`config.mk`:
```
export PLATFORM = sky130hd
export DESIGN_NAME = npu_job_driver
export DESIGN_NICKNAME = d
export VERILOG_FILES = /design/src/rtl/npu_job_driver_pkg.sv /design/src/rtl/npu_timeout_cnt.sv /design/src/rtl/npu_job_driver.sv
export SDC_FILE = /design/constraint.sdc
export NUM_CORES = 1
export LEC_CHECK = 0
export CORE_AREA = 2 2 87 89
export CTS_CLUSTER_DIAMETER = 60
export DETAILED_ROUTE_END_ITERATION = 8
export DIE_AREA = 0 0 89 91
export PLACE_DENSITY = 0.72
export SLEW_MARGIN = 20
export SYNTH_ARGS = -nofsm -noshare
export SYNTH_HDL_FRONTEND = slang
export SYNTH_SLANG_ARGS = --single-unit
export TNS_END_PERCENT = 50
```
`constraint.sdc`:
```
create_clock -name CLKEXT -period 1.45 [get_ports CLKEXT]
set_clock_uncertainty 0.05 [all_clocks]
set_input_delay 0.3625 -clock CLKEXT [delete_from_list [all_inputs] [get_ports CLKEXT]]
set_output_delay 0.3625 -clock CLKEXT [all_outputs]
set_load 0.01 [all_outputs]
```
`src/rtl/npu_job_driver_pkg.sv`:
```
// npu_job_defs: shared state encodings and constants for the NPU job driver
package npu_job_defs;
  typedef enum logic [1:0] {
    IDLE      = 2'd0,
    ISSUE     = 2'd1,
    WAIT_DONE = 2'd2,
    RESP      = 2'd3
  } state_t;
  localparam logic [7:0] TIMEOUT_CODE_DEF = 8'hFF;
  localparam int SSFR_DBG_BIT = 0;
endpackage

```
`src/rtl/npu_timeout_cnt.sv`:
```
// npu_timeout_cnt: saturating 8-bit cycle counter with clear, enable and terminal-count flag
module npu_timeout_cnt #(
  parameter logic [7:0] TC = 8'd63
) (
  input  logic CLKEXT,
  input  logic RST_GLO,
  input  logic clr,
  input  logic en,
  output logic tc
);
  logic [7:0] cnt;
  always_ff @(posedge CLKEXT)
    cnt <= (RST_GLO || clr) ? 8'd0 : (en && cnt != 8'hFF) ? cnt + 8'd1 : cnt;
  assign tc = cnt == TC;
endmodule

```
`src/rtl/npu_job_driver.sv`:
```
// npu_job_driver: host-side NPU job initiator; timeout path built only with NPU_JOB_DRIVER_TIMEOUT_EN
module npu_job_driver
  import npu_job_defs::*;
#(
  parameter int         TIMEOUT_CYCLES = 64,
  parameter logic [7:0] TIMEOUT_CODE   = TIMEOUT_CODE_DEF
) (
  input  logic        CLKEXT,
  input  logic        RST_GLO,
  input  logic        JOB_VALID,
  output logic        JOB_READY,
  input  logic [7:0]  JOB_DA,
  input  logic [7:0]  JOB_DB,
  input  logic [7:0]  JOB_DC,
  input  logic [7:0]  JOB_DD,
  input  logic [7:0]  JOB_BIAS,
  input  logic        JOB_DEBUG,
  output logic        START,
  output logic [7:0]  DA,
  output logic [7:0]  DB,
  output logic [7:0]  DC,
  output logic [7:0]  DD,
  output logic [7:0]  BIAS_IN,
  output logic [15:0] SSFR,
  input  logic        NPU_BUSY,
  input  logic        NPU_DONE,
  input  logic [7:0]  NPU_DOUT,
  output logic        RES_VALID,
  input  logic        RES_READY,
  output logic [7:0]  RES_DATA,
  output logic        RES_TIMEOUT
);
  state_t state, state_nx;
  logic   tc_hit, accept, finish, unused_in;
`ifdef NPU_JOB_DRIVER_TIMEOUT_EN
  logic tc;
  npu_timeout_cnt #(.TC(8'(TIMEOUT_CYCLES - 1))) u_cnt (
    .CLKEXT (CLKEXT),
    .RST_GLO(RST_GLO),
    .clr    (state != WAIT_DONE),
    .en     (state == WAIT_DONE),
    .tc     (tc)
  );
  assign tc_hit    = tc;
  assign unused_in = NPU_BUSY;
`else
  assign tc_hit    = 1'b0;
  assign unused_in = ^{NPU_BUSY, TIMEOUT_CYCLES[7:0]};
`endif
  assign accept = state == IDLE && JOB_VALID;
  assign finish = state == WAIT_DONE && (NPU_DONE || tc_hit);
  always_ff @(posedge CLKEXT)
    state <= RST_GLO ? IDLE : state_nx;
  always_comb
    state_nx = (state == IDLE)  ? (accept ? ISSUE : IDLE) :
               (state == ISSUE) ? WAIT_DONE :
               (state == WAIT_DONE) ? (finish ? RESP : WAIT_DONE) :
               (RES_READY ? IDLE : RESP);
  always_comb begin
    JOB_READY = state == IDLE && !RST_GLO;
    START     = state == ISSUE;
    RES_VALID = state == RESP;
  end
  always_ff @(posedge CLKEXT)
    if (RST_GLO) begin
      DA          <= 8'd0;
      DB          <= 8'd0;
      DC          <= 8'd0;
      DD          <= 8'd0;
      BIAS_IN     <= 8'd0;
      SSFR        <= 16'd0;
      RES_DATA    <= 8'd0;
      RES_TIMEOUT <= 1'b0;
    end else begin
      if (accept) begin
        DA      <= JOB_DA;
        DB      <= JOB_DB;
        DC      <= JOB_DC;
        DD      <= JOB_DD;
        BIAS_IN <= JOB_BIAS;
        SSFR    <= 16'(JOB_DEBUG) << SSFR_DBG_BIT;
      end
      if (finish) begin
        RES_DATA    <= NPU_DONE ? NPU_DOUT : TIMEOUT_CODE;
        RES_TIMEOUT <= tc_hit && !NPU_DONE;
      end
    end
endmodule

```
---- Word-level counts from Yosys, hierarchy flattened ----
Index checks and enable logic that the tools add are counted.
word-level totals
  word-level logic and storage cells ...... 23
  output and inout bits ................... 68
  bits in registers ....................... 51
cells by class
  mux-type cells .......................... 7
  reductions and logical operators ........ 5
  eq/ne operators ......................... 3
operators with widths
  kind                  number
  $mux W2               4
  $mux W8               1
  $eq A2 B2 Y1 const B  2
  $logic_and A1 B1 Y1   3
  $eq A2 B1 Y1 const B  1
  $logic_not A2 Y1      1
  $mux W1               2
  $logic_not A1 Y1      1

---- Longest topological paths before layout ----
  word-level depth ........................ 6
  mapped depth ............................ 4
  mapped depth without buffers ............ 2

---- Least setup slack after synthesis ----
Ideal clock, no wire load.
  path type ............................... input-to-output
  from .................................... in RST_GLO
  to ...................................... out JOB_READY
  path buffers ............................ 1
  path slack .............................. 261 ps
  arrival time ............................ 777 ps
  stages .................................. 2
  path through ............................ clkbuf_1 > nor3_1
between the ends
  longest elaborated chain between the ends .. 2
RTL lines
  element              line                  RTL
  start: declaration   npu_job_driver.sv:9   input logic RST_GLO,
  $logic_not A1 Y1     npu_job_driver.sv:60  JOB_READY = state == IDLE && !RST_GLO;
  $logic_and A1 B1 Y1  npu_job_driver.sv:60
  end: declaration     npu_job_driver.sv:11  output logic JOB_READY,
No other way between the ends.

---- Worst setup path after layout ----
  from .................................... reg state[1]
  to ...................................... out START
between the ends
  longest elaborated chain between the ends .. 1
RTL lines
  element                   line                  RTL
  start: declaration        npu_job_driver.sv:33  state_t state, state_nx;
  start signal: assignment  npu_job_driver.sv:53  state <= RST_GLO ? IDLE : state_nx;
  $eq A2 B1 Y1              npu_job_driver.sv:61  START = state == ISSUE;
  end: declaration          npu_job_driver.sv:18  output logic START,
No other way between the ends.

==> out/qor.csv <==
stage,metric,value,unit
route,routed wl met2,2354,µm
synthesis,post-synthesis compound-gate area fraction,0.006609,
route,highest routed layer,met4,
placement,hpwl dp,3781,µm
route,# DRC,0,
power,switching power,0.0008324,W
clocking,clk_lat worst skew,0.29,ns
timing,period utilisation layout,0.9890,
synthesis,largest family of logic cells by synthesized area,simple AND/OR/NAND/NOR gates,
critical_path,worst-path cell chain,and2b_2 > buf_2,
power,register share of total power,0.498,
power,Internal Pwr Total,0.002322,W
critical_path,Critical Path Sink Type,output port,
route,ANT nets after route,0,
timing,final hold violations,0,
placement,placed insts,439,
power,Clk pwr share,0.248,
final_layout,diode count,0,
synthesis,count of cell types in the netlist,19,
route,vias,1880,
clocking,hold buffer count at CTS,0,
clocking,Root Driver,clkbuf_8,
worst_hold_path,Hold Crit Class,reg2reg,
timing,Pins Over Slew Limit,0,
critical_path,delay of the slowest critical-path stage,0.37,ns
clocking,H-Tree Depth,2,
power,Cell Pwr Density,873.7,nW/µm²
floorplanning,Core Area,7137,µm²
synthesis,Post-Synthesis Cells,244,
timing,Min Hold Slack,0.4208,ns
final_layout,Post-Layout Cell Count,450,
synthesis,Main synth FF type,dfxtp_1,
floorplanning,Die ar.,8099,µm²
clocking,clock-pin slew on the worst setup and hold paths,0.09,ns
floorplanning,starting density of the core,0.3448,
global_route,global-route wire length before repair,8335,µm
final_layout,multi-input logic area,1259,µm²
timing,crit path time final,1.434,ns
placement,Routability Congestion,0.7204,
run_status,status,finished clean,
placement,pre-CTS WS,-0.3185,ns
floorplanning,Die Wd,89,µm
final_layout,"Area growth, synth to finish",46.72,%
synthesis,post-synth top area share,0.4148,
global_route,grt ovf,0,
clocking,Num Clock Sinks,51,
synthesis,largest area contributor in the netlist,dfxtp_1,
synthesis,flip-flop and latch count after synthesis,51,
floorplanning,IO Count,123,
critical_path,worst-path fanout max,5,
synthesis,simple-gate portion of the synthesized area,0.2766,
final_layout,fin nets,405,
critical_path,slowest CP cell,dfxtp_4,
floorplanning,Die Y,91,µm
route,met1 wire length,2399,µm
critical_path,Setup crit start kind,flip-flop,
timing,Fmax achieved,0.6974,GHz
synthesis,"Seq/Total Area, Yosys",0.4148,
route,Routed wire per std cell,11.67,µm
synthesis,most frequent cell after synthesis,nand2b_1,
global_route,initial antenna violation count,0,
global_route,largest net degree at the start of global routing,37,
power,maximum vdd drop,0.0003584,V
timing,setup_tns,0,ns
clocking,Max clock buf depth,2,
final_layout,Register Area,1028,µm²
route,metal3 WL,437,µm
global_route,Global Route Usage Sum,0.1313,
synthesis,"FFs w/ async S/R, synth",0,
synthesis,Netlist Area Pre-Place,2461,µm²
clocking,CTS buffer count,5,
synthesis,most instantiated cells after synthesis,"nand2b_1 (98), dfxtp_1 (51), mux2i_1 (49)",
timing,Final WS setup,0.01601,ns
synthesis,Post-synth EDFFs,0,
placement,Buffers on Ports,105,
critical_path,Crit path arrival time,1.02,ns
synthesis,adder-cell share of the synthesized area,0,
route,DRT Wirelength,5253,µm
synthesis,Area contributors post-synth,"dfxtp_1 (41%), nand2b_1 (25%), mux2i_1 (20%)",
synthesis,yosys warns,0,
route,Avg Vias per Cell,4.178,
synthesis,multiplexer area fraction after synthesis,0.1993,
power,Logic pwr share,0.253,
power,Net Sw Frac,0.2638,
critical_path,worst endpoint required time,1.04,ns
critical_path,CP Class,reg2out,
clocking,TritonCTS clock tree,yes,
floorplanning,FP Rows,31,
synthesis,syn_area_per_cell,10.09,µm²
run,Max Cap Viol,0,
global_route,number of global-route vias before repair,1813,
timing,RSZ-0062 raised after global routing,true,
final_layout,share of cells above drive strength 1,0.08262,
power,Pleak,1.617,nW
route,drt initial violations,41,
route,DRT Pass-1 Iters,4,
synthesis,Post-Synth XOR/XNOR Area,0,
final_layout,# fillers,711,
timing,final setup fails,0,
==> layout by cell type, fill, tap and decap left out, drive strengths merged <==
cell type,instances
dlygate4sd2,49
clkinv,1
or4b,1
inv,1
clkdlybuf4s50,52
and2b,1
nor2,2
and3b,1
mux2i,49
dfxtp,51
and2,2
clkbuf,8
nor3b,1
a211oi,1
nor3,1
conb,16
buf,15
o41ai,1
nand2b,98
==> registers in the layout, summed over array words and instances, names as in the netlist <==
name	count
BIAS_IN	8
DA	8
DB	8
DC	8
DD	8
RES_DATA	8
SSFR	1
state	2
==> power by group through the flow <==
stage / logic [W] / clock network (W) / registers, W
floorplan: 0.000406 / 0 / 0.00166
finish: 0.000799 / 0.000784 / 0.00157
detailed placement: 0.000856 / 0 / 0.00161
global route: 0.000866 / 0.000906 / 0.00159
global placement: 0.000845 / 0 / 0.00160
CTS: 0.000780 / 0.000842 / 0.00157
==> cells by family after synthesis <==
group / Yosys count
flops: 51
other cells: 1
compound gates: 2
mux: 49
simple gates: 107
buf+inv: 34
==> through the flow <==
step / total power (W) / area (µm²) / util
after floorplan: 0.002063 / 2517 / -
after global placement: 0.002450 / 3553 / 0.4979
after detailed placement: 0.002462 / 3553 / 0.4979
after CTS: 0.003197 / 3568 / 0.5000
after global routing: 0.003362 / 3611 / 0.5060
final: 0.003155 / 3611 / 0.5060
==> metal layers <==
| layer | GRT usage | vias up |
|---|---|---|
| met4 | 0.03358 | 0 |
| met1 | 0.1654 | 847 |
| li1 | - | 956 |
| met2 | 0.2127 | 71 |
| met5 | 0 | - |
| met3 | 0.04545 | 6 |
==> final timing paths <==
kind	from	end	slack, ns	depth (start not counted)
worst max register to register	state[1]$_SDFF_PP0_	DB[5]$_SDFFE_PP0P_	0.05	5
worst max-delay path	state[1]$_SDFF_PP0_	START	0.02	2
worst min-delay path	RES_DATA[2]$_SDFFE_PP0P_	RES_DATA[2]$_SDFFE_PP0P_	0.42	2
worst min register to register	RES_DATA[2]$_SDFFE_PP0P_	RES_DATA[2]$_SDFFE_PP0P_	0.42	2
==> worst max-delay path, delay by kind of cell, from the launching register on <==
| family | cells | cell delay [ns] |
|---|---|---|
| DFF | 1 | 0.37 |
| and+or+nand+nor | 1 | 0.21 |
| buffers and inverters | 1 | 0.14 |
==> timing repair <==
action                                  4_1_cts  5_1_grt
gates resized for setup                      65        1
buffers inserted                              0        2
cloned                                        0        1
endpoints found under the setup margin       52       25
==> area by class of cell <==
type | count | area share
tap | 99 | 0.03430
multi-input combinational | 174 | 0.3486
clock buffer | 7 | 0.02114
timing repair buffer | 117 | 0.3087
inverter | 1 | 0.001040
sequential | 51 | 0.2848
clock inverter | 1 | 0.001386
Note: power is estimated with default switching activity, not from simulation.
